--- src/rtl/pipeline_ctrl_if.sv ---
// Signal bundle between pipeline_ctrl (master) and the IF/ID/EX/WB datapath (slave).
// stall_count is present only when STALL_CNT_EN is defined.
interface pipeline_ctrl_if;
    logic        start;
    logic [31:0] instruction;
    logic [31:0] pc_out;
    logic        if_id_en;
    logic        id_ex_bubble;
    logic [5:0]  alu_op;
    logic        rf_we;
    logic [4:0]  rf_waddr;
    logic        busy;
    logic        halted;
`ifdef STALL_CNT_EN
    logic [15:0] stall_count;
`endif

    modport master (
        input  start, instruction,
        output pc_out, if_id_en, id_ex_bubble, alu_op, rf_we, rf_waddr, busy, halted
`ifdef STALL_CNT_EN
        , output stall_count
`endif
    );

    modport slave (
        output start, instruction,
        input  pc_out, if_id_en, id_ex_bubble, alu_op, rf_we, rf_waddr, busy, halted
`ifdef STALL_CNT_EN
        , input stall_count
`endif
    );
endinterface

--- src/rtl/pipeline_ctrl.sv ---
// Sequencing controller for the IF/ID/EX/WB datapath: PC, stage shadows, RAW stalls, halt/drain.
// Optional STALL_CNT_EN adds a saturating 16-bit count of RUN-state stall cycles.
module pipeline_ctrl #(
    parameter logic [31:0] PC_RESET  = 32'h0000_0000,
    parameter logic [31:0] HALT_WORD = 32'hFFFF_FFFF
) (
    input  logic            clk,
    input  logic            reset,
    pipeline_ctrl_if.master ctrl_bus
);
    typedef enum logic [1:0] {S_IDLE, S_RUN, S_DRAIN, S_HALT} state_t;

    state_t      r_state;
    logic [31:0] r_pc;
    logic [31:0] r_ir;
    logic        r_v_id;
    logic        r_v_ex;
    logic        r_v_wb;
    logic [4:0]  r_ex_dest;
    logic [5:0]  r_ex_funct;
    logic [4:0]  r_wb_dest;
`ifdef STALL_CNT_EN
    logic [15:0] r_stall_cnt;
`endif

    logic [4:0] w_rs;
    logic [4:0] w_rt;
    logic [4:0] w_rd;
    logic [5:0] w_funct;
    logic       w_run;
    logic       w_halt;
    logic       w_rs_hit;
    logic       w_rt_hit;
    logic       w_hazard;
    logic       w_fetch;

    assign w_rs    = r_ir[25:21];
    assign w_rt    = r_ir[20:16];
    assign w_rd    = r_ir[15:11];
    assign w_funct = r_ir[5:0];

    assign w_run  = (r_state == S_RUN);
    assign w_halt = r_v_id && (r_ir == HALT_WORD);

    // WB is compared too: the register file reads asynchronously but writes on the edge.
    assign w_rs_hit = (w_rs != 5'd0) &&
                      ((r_v_ex && (w_rs == r_ex_dest)) || (r_v_wb && (w_rs == r_wb_dest)));
    assign w_rt_hit = (w_rt != 5'd0) &&
                      ((r_v_ex && (w_rt == r_ex_dest)) || (r_v_wb && (w_rt == r_wb_dest)));
    assign w_hazard = r_v_id && (w_rs_hit || w_rt_hit);

    assign w_fetch = w_run && !w_halt && !w_hazard;

    always_ff @(posedge clk or negedge reset) begin
        if (!reset) begin
            r_state    <= S_IDLE;
            r_pc       <= PC_RESET;
            r_ir       <= 32'd0;
            r_v_id     <= 1'b0;
            r_v_ex     <= 1'b0;
            r_v_wb     <= 1'b0;
            r_ex_dest  <= 5'd0;
            r_ex_funct <= 6'd0;
            r_wb_dest  <= 5'd0;
`ifdef STALL_CNT_EN
            r_stall_cnt <= 16'd0;
`endif
        end else begin
            case (r_state)
                S_IDLE: begin
                    if (ctrl_bus.start) begin
                        r_state <= S_RUN;
                        r_pc    <= PC_RESET;
`ifdef STALL_CNT_EN
                        r_stall_cnt <= 16'd0;
`endif
                    end
                end

                S_RUN: begin
                    r_v_wb    <= r_v_ex;
                    r_wb_dest <= r_ex_dest;
                    if (w_halt) begin
                        r_v_id  <= 1'b0;
                        r_v_ex  <= 1'b0;
                        r_state <= S_DRAIN;
                    end else if (w_hazard) begin
                        r_v_ex <= 1'b0;
`ifdef STALL_CNT_EN
                        if (r_stall_cnt != 16'hFFFF)
                            r_stall_cnt <= r_stall_cnt + 16'd1;
`endif
                    end else begin
                        r_ir       <= ctrl_bus.instruction;
                        r_v_id     <= 1'b1;
                        r_v_ex     <= r_v_id;
                        r_ex_dest  <= w_rd;
                        r_ex_funct <= w_funct;
                        // The halt word is latched but the PC parks on its address.
                        if (ctrl_bus.instruction != HALT_WORD)
                            r_pc <= r_pc + 32'd4;
                    end
                end

                S_DRAIN: begin
                    r_v_ex     <= r_v_id;
                    r_ex_dest  <= w_rd;
                    r_ex_funct <= w_funct;
                    r_v_wb     <= r_v_ex;
                    r_wb_dest  <= r_ex_dest;
                    if (!r_v_ex && !r_v_wb)
                        r_state <= S_HALT;
                end

                S_HALT: begin
                    if (ctrl_bus.start) begin
                        r_state    <= S_RUN;
                        r_pc       <= PC_RESET;
                        r_ir       <= 32'd0;
                        r_v_id     <= 1'b0;
                        r_v_ex     <= 1'b0;
                        r_v_wb     <= 1'b0;
                        r_ex_dest  <= 5'd0;
                        r_ex_funct <= 6'd0;
                        r_wb_dest  <= 5'd0;
`ifdef STALL_CNT_EN
                        r_stall_cnt <= 16'd0;
`endif
                    end
                end

                default: r_state <= S_IDLE;
            endcase
        end
    end

    assign ctrl_bus.pc_out       = r_pc;
    assign ctrl_bus.if_id_en     = w_fetch;
    assign ctrl_bus.id_ex_bubble = w_run && (w_halt || w_hazard);
    assign ctrl_bus.alu_op       = r_v_ex ? r_ex_funct : 6'd0;
    assign ctrl_bus.rf_we        = r_v_wb && (r_wb_dest != 5'd0);
    assign ctrl_bus.rf_waddr     = r_wb_dest;
    assign ctrl_bus.busy         = w_run || (r_state == S_DRAIN);
    assign ctrl_bus.halted       = (r_state == S_HALT);
`ifdef STALL_CNT_EN
    assign ctrl_bus.stall_count  = r_stall_cnt;
`endif
endmodule

--- src/flat_wrapper.sv ---
// flat-port wrapper written by rule: the top's interface ports become plain ports
module pipeline_ctrl_flat 
#(
    parameter logic [31:0] PC_RESET  = 32'h0000_0000,
    parameter logic [31:0] HALT_WORD = 32'hFFFF_FFFF
)
  (clk, reset, ctrl_bus_start, ctrl_bus_instruction, ctrl_bus_pc_out, ctrl_bus_if_id_en, ctrl_bus_id_ex_bubble, ctrl_bus_alu_op, ctrl_bus_rf_we, ctrl_bus_rf_waddr, ctrl_bus_busy, ctrl_bus_halted);
  pipeline_ctrl_if ctrl_bus_i ();
  input  logic clk;
  input  logic reset;
  input wire logic [$bits(ctrl_bus_i.start)-1:0] ctrl_bus_start;
  input wire logic [$bits(ctrl_bus_i.instruction)-1:0] ctrl_bus_instruction;
  output wire logic [$bits(ctrl_bus_i.pc_out)-1:0] ctrl_bus_pc_out;
  output wire logic [$bits(ctrl_bus_i.if_id_en)-1:0] ctrl_bus_if_id_en;
  output wire logic [$bits(ctrl_bus_i.id_ex_bubble)-1:0] ctrl_bus_id_ex_bubble;
  output wire logic [$bits(ctrl_bus_i.alu_op)-1:0] ctrl_bus_alu_op;
  output wire logic [$bits(ctrl_bus_i.rf_we)-1:0] ctrl_bus_rf_we;
  output wire logic [$bits(ctrl_bus_i.rf_waddr)-1:0] ctrl_bus_rf_waddr;
  output wire logic [$bits(ctrl_bus_i.busy)-1:0] ctrl_bus_busy;
  output wire logic [$bits(ctrl_bus_i.halted)-1:0] ctrl_bus_halted;
  assign ctrl_bus_i.start = ctrl_bus_start;
  assign ctrl_bus_i.instruction = ctrl_bus_instruction;
  assign ctrl_bus_pc_out = ctrl_bus_i.pc_out;
  assign ctrl_bus_if_id_en = ctrl_bus_i.if_id_en;
  assign ctrl_bus_id_ex_bubble = ctrl_bus_i.id_ex_bubble;
  assign ctrl_bus_alu_op = ctrl_bus_i.alu_op;
  assign ctrl_bus_rf_we = ctrl_bus_i.rf_we;
  assign ctrl_bus_rf_waddr = ctrl_bus_i.rf_waddr;
  assign ctrl_bus_busy = ctrl_bus_i.busy;
  assign ctrl_bus_halted = ctrl_bus_i.halted;
  pipeline_ctrl #(.PC_RESET(PC_RESET), .HALT_WORD(HALT_WORD)) u_core (.clk(clk), .reset(reset), .ctrl_bus(ctrl_bus_i));
endmodule
--- config.mk ---
export PLATFORM = sky130hd
export DESIGN_NAME = pipeline_ctrl_flat
export DESIGN_NICKNAME = d
export VERILOG_FILES = /design/src/rtl/pipeline_ctrl_if.sv /design/src/rtl/pipeline_ctrl.sv /design/src/flat_wrapper.sv
export SDC_FILE = /design/constraint.sdc
export NUM_CORES = 1
export LEC_CHECK = 0
export ABC_AREA = 1
export CAP_MARGIN = 20
export CELL_PAD_IN_SITES_DETAIL_PLACEMENT = 1
export CELL_PAD_IN_SITES_GLOBAL_PLACEMENT = 1
export CORE_MARGIN = 2
export CORE_UTILIZATION = 37
export CTS_BUF_LIST = sky130_fd_sc_hd__clkbuf_16
export DETAILED_ROUTE_END_ITERATION = 6
export DONT_BUFFER_PORTS = 1
export PLACE_DENSITY = 0.79
export RECOVER_POWER = 25
export SYNTH_ARGS = -nofsm -noshare
export SYNTH_HDL_FRONTEND = slang
export SYNTH_SLANG_ARGS = --single-unit
--- constraint.sdc ---
create_clock -name clk -period 2.1 [get_ports clk]
set_input_delay 0.21 -clock clk [delete_from_list [all_inputs] [get_ports clk]]
set_output_delay 0.21 -clock clk [all_outputs]
set_load 0.1 [all_outputs]
==> key figures, run 1 <==
Route
  – ANT nets after route: 0
  – Vias per std cell: around 5.3
  – Routed WL: about 18 mm
  – DR iter-0 viols: between 200 and 300
  – Via count: 5572
  – DRC viols: 0
  – Drt pass-1 iters: 5
  – Wirelength per Cell: ~17 um

Clocking
  – Clk Latency, worst-skew pair: ~0.35 ns
  – Bufs on Longest Clock Path: 2
  – Clock Sinks: 83
  – CTS buffer count: 9
  – Root buf cell: clkbuf_16
  – Clock-pin slew on the worst setup and hold paths: approximately 0.07 ns
  – CTS tree: yes
  – H-Tree Depth: 3

Synth
  – Synth Warn #: 0
  – Sequential-to-total area share from yosys stat: 0.389
  – Cells after Synth: 805
  – Post-Syn Area: 5340 um^2
  – Most used DFF post-synth: dfrtp_1
  – Distinct cells, synth: 29
  – Syn Area/Cell: 6.63 um^2
  – Seq cells post-synth: 83
  – Post-synth EDFFs: 0
  – Async SR Flop Fraction: 1.00

STA
  – Final Cycle Share: 1.05
  – Final Worst Setup Slack: -0.108 ns
  – RSZ-0062 raised after global routing: yes
  – Minimum hold slack: -0.450 ns
  – Final Skew: 0.00673 ns
  – Final Slew Violations: 0
  – Endpoints failing setup: 2
  – Fin crit period: between 2 and 2.5 ns
  – Worst slew pin tran: between 0.5 and 0.6 ns
  – Fmax: 453 MHz
  – Setup TNS: -0.196 ns
  – Rel. slew slack: 0.619
  – Hold Violations, Final: slightly above 80

Cells and area
  – Net count, final: just over 900
  – Fillcell total: 1832
  – Area Growth Syn to Fin: 23.0%
  – Ratio of cells with drive above 1 in the final layout: 0.187
  – Antenna Cells: 0
  – Fin cells: about 1100

GRT
  – Vias in the first global route: 5631
  – First-pass GRT wire length: approximately 28 mm
  – Overflow after GRT: 0
  – Largest net degree at the start of global routing: 84
  – Global-route usage over all layers: 0.235
  – Initial antenna violation count: 0

Floorplan
  – Die Span Y: 124 um
  – DIE AREA: approximately 15000 um^2
  – IO Pins: between 80 and 90
  – Initial Util: 0.382
  – Area of the core: 14000 um^2
  – DIE WIDTH: between 100 and 150 um
  – # rows: 43

Place
  – RD Place Congestion: 0.885
  – Dpl cells: slightly above 1000
  – Port Buf Inserts: 0
  – Post-DP HPWL: ~12 mm

Worst setup path
  – Worst endpoint required time: ~1.9 ns
  – CP Launch Point: u_core.r_ir[18]$_DFFE_PN0P_
  – CP max FO: 6
  – Nature of the critical path startpoint: register
  – Arr. time, crit path: around 2.0 ns
  – Setup CP Type: reg2out
  – Reg-to-Reg Start: u_core.r_state[0]$_DFFE_PN0P_
  – Crit. End Element: output port

Power and ir drop
  – Peak supply drop: around 0.00085 V
  – PwrDens: ~1600 nW/um^2
  – Leakage power: between 3 and 4 nW

Run status
  – Failing checks: negative hold slack, negative setup slack
  – Status: complete, but fails checks

Run
  – Total of max-cap violations: 0

Hold path
  – Worst hold path class: in2async
==> what timing repair did <==
item,4_1_cts,5_1_grt
endpoints found under the hold margin,83,83
gates resized for setup,29,24
pin swaps,6,11
gates cloned,0,2
setup buffers,12,1
endpoints found under the setup margin,3,66
==> cell type report <==
cell class,count,area [um^2],share of cell area
inverters,102,393,0.0598
well taps,180,225,0.0343
repair buffers,83,729,0.111
clock buffers,9,225,0.0343
flip-flops and latches,83,2110,0.322
clock inverters,7,85.1,0.0130
multi-input cells,586,2790,0.425
==> path summary, 6_finish.rpt <==
kind,slack (ns),cells after the start,to
max,-0.11,11,ctrl_bus_id_ex_bubble
min,-0.45,0,u_core.ctrl_bus.rf_waddr[0]$_DFFE_PN0P_
max reg2reg,0.01,10,u_core.ctrl_bus.pc_out[5]$_DFFE_PN0P_
min reg2reg,0.47,2,u_core.r_ex_funct[2]$_DFFE_PN0P_
max in group asynchronous,2.36,0,u_core.ctrl_bus.rf_waddr[2]$_DFFE_PN0P_
min in group clk,0.08,4,u_core.r_ir[27]$_DFFE_PN0P_
==> metal layers <==
metal	routed length (um)	global-route usage	up-vias	share of wire
met5	0	0	-	0
met3	987	0.0495	34	0.054
met2	9190	0.412	136	0.51
met4	462	0.0857	0	0.025
met1	7520	0.284	2708	0.41
li1	-	-	2694	-
==> where the power goes <==
part	total, W	leakage (nW)	switching (W)	internal (W)
Sequential	0.00269	1.06	0.000556	0.00214
Combinational	0.00629	2.06	0.00429	0.00200
Clock	0.00171	0.159	0.000677	0.00103
Total	0.0107	3.27	0.00552	0.00517
==> registers in the layout, summed over array words and instances, names as in the netlist <==
signal,cells
u_core.r_state,2
u_core.r_ir,32
u_core.ctrl_bus.pc_out,30
u_core.ctrl_bus.rf_waddr,5
u_core.r_ex_funct,6
u_core.r_v_id,1
u_core.r_v_ex,1
u_core.r_v_wb,1
u_core.r_ex_dest,5
==> cells in the mapped netlist, types with 4 or more instances <==
library cell,count,area [um^2]
a21oi_1,15,75.1
o21ai_1,7,35.0
o21ai_0,34,170
nand4_1,54,338
inv_1,96,360
nor3_1,20,100
buf_6,4,45.0
inv_2,6,22.5
nand2_1,266,998
ha_1,5,62.6
dfrtp_1,83,2080
clkbuf_1,9,33.8
nor2_1,97,364
or2_2,5,31.3
nand3_1,51,255
buf_4,6,45.0
nand3b_1,14,105
buf_2,14,70.1
==> cells by family (layout without fill, tap and decap cells) <==
logic type               count (synthesis)  after routing  share of synthesized area
AO/OA/AOI/OAI                           60             60                     0.0584
buffers and inverters                  138            201                      0.110
adder cells (fa/ha/maj)                  5              5                     0.0117
AND/OR/NAND/NOR                        515            516                      0.425
XOR/XNOR                                 3              3                    0.00492
flip-flops                              83             83                      0.389
other                                    1              2                   0.000703
==> placed cells by master (no fill, tap or decap), types with 5 or more instances in the layout <==
cell type  netlist  layout
o21ai_0         34      34
buf_4            6      71
nand2_1        266     259
nand3_1         51      51
dfrtp_2          0      15
dfrtp_1         83      63
inv_1           96      88
buf_12           0       5
dfrtp_4          0       5
nor3_1          20      19
a21oi_1         15      13
nand2_2          3       6
nand3b_1        14      14
or2_2            5       5
inv_2            6      12
o21ai_1          7       7
nor2_1          97      93
buf_6            4       5
clkbuf_16        0      10
nand4_1         54      54
==> critical path: stages, from the launching register on <==
cell     delay, ns
dfrtp_2       0.47
nand2_1       0.11
nand2_1       0.07
nor2_2        0.14
nand3_1       0.10
nand2_1       0.08
nand2_1       0.07
nand2_2       0.13
nand3_4       0.11
buf_6         0.14
nand2_8       0.06
buf_12        0.17
==> stage by stage <==
step / hold WS, ns / util / cell area [um^2] / power, W / setup slack (ns)
CTS: -0.457 / 0.461 / 6450 / 0.0102 / -0.0273
detailed placement: -0.0802 / 0.428 / 5990 / 0.00817 / 0.0593
global route: -0.460 / 0.469 / 6570 / 0.0114 / -0.200
finish: -0.450 / 0.469 / 6570 / 0.0107 / -0.108
floorplan: -0.0856 / - / 5410 / 0.00672 / 0.00102
global placement: -0.0797 / 0.428 / 5990 / 0.00800 / 0.140
Note: power is estimated with default switching activity, not from simulation.
==> run 2, diff against run 1 <==
Settings changed: REMOVE_ABC_BUFFERS from default to 1.
==> key figures, run 2 (same netlist as run 1, synthesis figures left out) <==
Run status
  – Status: complete, but fails checks
  – Failing checks: negative hold slack, negative setup slack

Route
  – Routed WL: 17.4 mm (-4.0%)
  – Drt pass-1 iters: 4 (-1)
  – ANT nets after route: 0 (unchanged)
  – Vias per std cell: 5.30 (-0.16%)
  – DRC viols: 0 (unchanged)
  – Via count: 5542 (-0.54%)
  – Wirelength per Cell: 16.7 um (-3.7%)
  – DR iter-0 viols: 285 (-4.0%)

Cells and area
  – Antenna Cells: 0 (unchanged)
  – Commonest non-fill, non-tap cells in the layout: 260 x nand2_1, 95 x nor2_1, 87 x inv_1, 72 x dfrtp_1, 70 x buf_4
  – Area Growth Syn to Fin: 22.1%
  – Non-Filler Cell Area, Final: 6520 um^2 (-0.76%)
  – Leading cell type in the layout, fill and taps excluded: nand2_1
  – Ratio of cells with drive above 1 in the final layout: 0.176 (-0.0118)
  – Fin cells: 1046 (-0.38%)
  – Max reg flops: 32 (unchanged)
  – Net count, final: 902 (-0.33%)
  – Most flops, register: u_core.r_ir

Power and ir drop
  – Clock power frac: 0.163 (+0.003)
  – Flop pwr share: 0.259 (+0.007)
  – Total net switching power: 0.00538 W (-2.5%)
  – Net Sw Frac: 0.520 (+0.00337)
  – PwrDens: 1590 nW/um^2 (-2.4%)
  – Gate power share: 0.578 (-0.010)
  – Tot Pwr: 0.0103 W (-3.2%)
  – Peak supply drop: 0.00115 V (+36%)
  – Leakage power: 3.25 nW (-0.58%)
  – Internal power: 0.00497 W (-3.9%)

GRT
  – Largest net degree at the start of global routing: 84 (unchanged)
  – Overflow after GRT: 0 (unchanged)
  – First-pass GRT wire length: 26.6 mm (-4.7%)
  – Global-route usage over all layers: 0.221 (-0.0141)
  – Vias in the first global route: 5439 (-3.4%)
  – Initial antenna violation count: 0 (unchanged)

Floorplan
  – DIE WIDTH: 124 um (unchanged)
  – Die Span Y: 124 um (unchanged)
  – # rows: 43 (unchanged)
  – Area of the core: 14000 um^2 (unchanged)
  – Initial Util: 0.382 (unchanged)
  – IO Pins: 83 (unchanged)
  – DIE AREA: 15400 um^2 (unchanged)

Place
  – Pre-CTS setup slack: 0.0356 ns (-0.0237 ns)
  – Dpl cells: 1012 (-0.69%)
  – Port Buf Inserts: 0 (unchanged)
  – RD Place Congestion: 0.918 (+3.7%)
  – Post-DP HPWL: 11.8 mm (-4.1%)
  – Placed cell area: 5900 um^2 (-1.6%)

STA
  – Worst slew pin tran: 0.514 ns (-0.0585 ns)
  – Final Skew: 0.00455 ns (-0.00218 ns)
  – Final Cycle Share: 1.01 (-0.0371)
  – Endpoints failing setup: 1 (-1)
  – Hold Violations, Final: 83 (unchanged)
  – Fmax: 469 MHz (+3.7%)
  – Rel. slew slack: 0.658 (+0.0390)
  – Final Worst Setup Slack: -0.0304 ns (+0.0779 ns)
  – Fin crit period: 2.13 ns (-0.0779 ns)
  – Setup TNS: -0.0304 ns (+0.165 ns)
  – Minimum hold slack: -0.443 ns (+0.00679 ns)
  – RSZ-0062 raised after global routing: yes
  – Final Slew Violations: 0 (unchanged)

Clocking
  – H-Tree Depth: 3 (unchanged)
  – Clk Latency, worst-skew pair: 0.34 ns (about the same)
  – Root buf cell: clkbuf_16
  – CTS tree: yes
  – Clock-pin slew on the worst setup and hold paths: 0.06 ns (about the same)
  – Clock Sinks: 83 (unchanged)
  – CTS buffer count: 9 (unchanged)
  – Bufs on Longest Clock Path: 2 (unchanged)

Worst setup path
  – Reg-to-Reg Start: u_core.r_ex_dest[3]$_DFFE_PN0P_
  – Worst R2R Setup Slack: 0.05 ns (+0.04 ns)
  – Setup CP Type: reg2out
  – Crit-path cells: inv_2, nand2_1, nand2_1, nor2_1, nand3_1, nand2_1, nand2_2, nand2_4, buf_4, a21oi_4, buf_12
  – R2R Path End: u_core.r_ir[13]$_DFFE_PN0P_
  – CP peak stage delay: 0.45 ns (-0.02 ns)
  – CP max FO: 5 (-1)
  – Nature of the critical path startpoint: register
  – Crit. End Element: output port
  – Cell mode on critical path: nand2_1
  – Worst r2r path cells: 14 (+4)
  – Slowest cell on crit path: dfrtp_2
  – Worst endpoint required time: 1.89 ns (about the same)
  – Arr. time, crit path: 1.92 ns (-0.08 ns)

Hold path
  – Worst hold path class: in2async

Run
  – Total of max-cap violations: 0 (unchanged)
[run 2: cell count changes in the layout (fill, tap and decap cells not counted), moves of 2 or more]
| cell | previous run | this run |
|---|---|---|
| nor2_1 | 93 | 95 |
| nand3_4 | 3 | 5 |
| nor3_2 | 2 | 6 |
| buf_6 | 5 | 2 |
| nor2_2 | 4 | 0 |
| dfrtp_4 | 5 | 0 |
| inv_4 | 4 | 0 |
| inv_2 | 12 | 15 |
| nor2_4 | 0 | 2 |
| dfrtp_1 | 63 | 72 |
| nor3_1 | 19 | 15 |
| buf_12 | 5 | 7 |
| dfrtp_2 | 15 | 11 |
[run 2: worst max-delay path: cells and delay by family (launching register included)]
kind | cells | cell delay [ns]
and+or+nand+nor | 7 | 0.49
buffers and inverters | 3 | 0.46
AOI/OAI and AO/OA | 1 | 0.17
DFF | 1 | 0.45
[run 2: layout make-up]
type / instances / area, um^2
fillers: 1816 / 7470
multi-input cells: 587 / 2820
flip-flops and latches: 83 / 2090
repair buffers: 79 / 688
inverters: 102 / 383
clock buffers: 9 / 225
well taps: 180 / 225
clock inverters: 6 / 81.3
[run 2: worst max path at each step]
| stage | startpoint | to | slack [ns] | depth (start not counted) |
|---|---|---|---|---|
| floorplan | u_core.r_state[0]$_DFFE_PN0P_ | u_core.r_ir[0]$_DFFE_PN0P_ | -1.58 | 7 |
| global placement | u_core.r_ir[21]$_DFFE_PN0P_ | ctrl_bus_id_ex_bubble | 0.08 | 9 |
| detailed placement | u_core.r_ir[21]$_DFFE_PN0P_ | ctrl_bus_id_ex_bubble | 0.04 | 9 |
| CTS | u_core.r_ir[19]$_DFFE_PN0P_ | ctrl_bus_if_id_en | 0.003 | 11 |
| global route | u_core.r_ir[20]$_DFFE_PN0P_ | ctrl_bus_id_ex_bubble | -0.09 | 9 |
| finish | u_core.r_ir[19]$_DFFE_PN0P_ | ctrl_bus_if_id_en | -0.03 | 11 |
[run 2: repair_timing]
item                                    CTS  global route
pin swaps                                 5            12
setup buffers                             5            12
gates cloned                              0             2
endpoints found under the hold margin    83            83
gates resized for setup                  27            22
endpoints found under the setup margin    3            70
[run 2: power groups by stage]
| stage | logic, W | clock network, W | registers, W |
|---|---|---|---|
| finish | 0.00598 | 0.00169 | 0.00268 |
| detailed placement | 0.00538 | 0 | 0.00263 |
| floorplan | 0.00333 | 0 | 0.00284 |
| CTS | 0.00557 | 0.00169 | 0.00263 |
| global placement | 0.00527 | 0 | 0.00261 |
| global route | 0.00652 | 0.00177 | 0.00274 |
[run 2: stage by stage]
step | util | hold WS, ns
2_1_floorplan | - | -0.0856
3_3_place_gp | 0.421 | -0.0796
3_5_place_dp | 0.421 | -0.0799
4_1_cts | 0.452 | -0.445
5_1_grt | 0.466 | -0.459
6_report | 0.466 | -0.443
[run 2: metal layers]
layer  GRT usage  vias to the layer above  wire length (um)
met5           0                        -                 0
li1            -                     2670                 -
met2       0.371                      108              8710
met3      0.0421                       22               759
met1       0.287                     2742              7680
met4      0.0716                        0               282
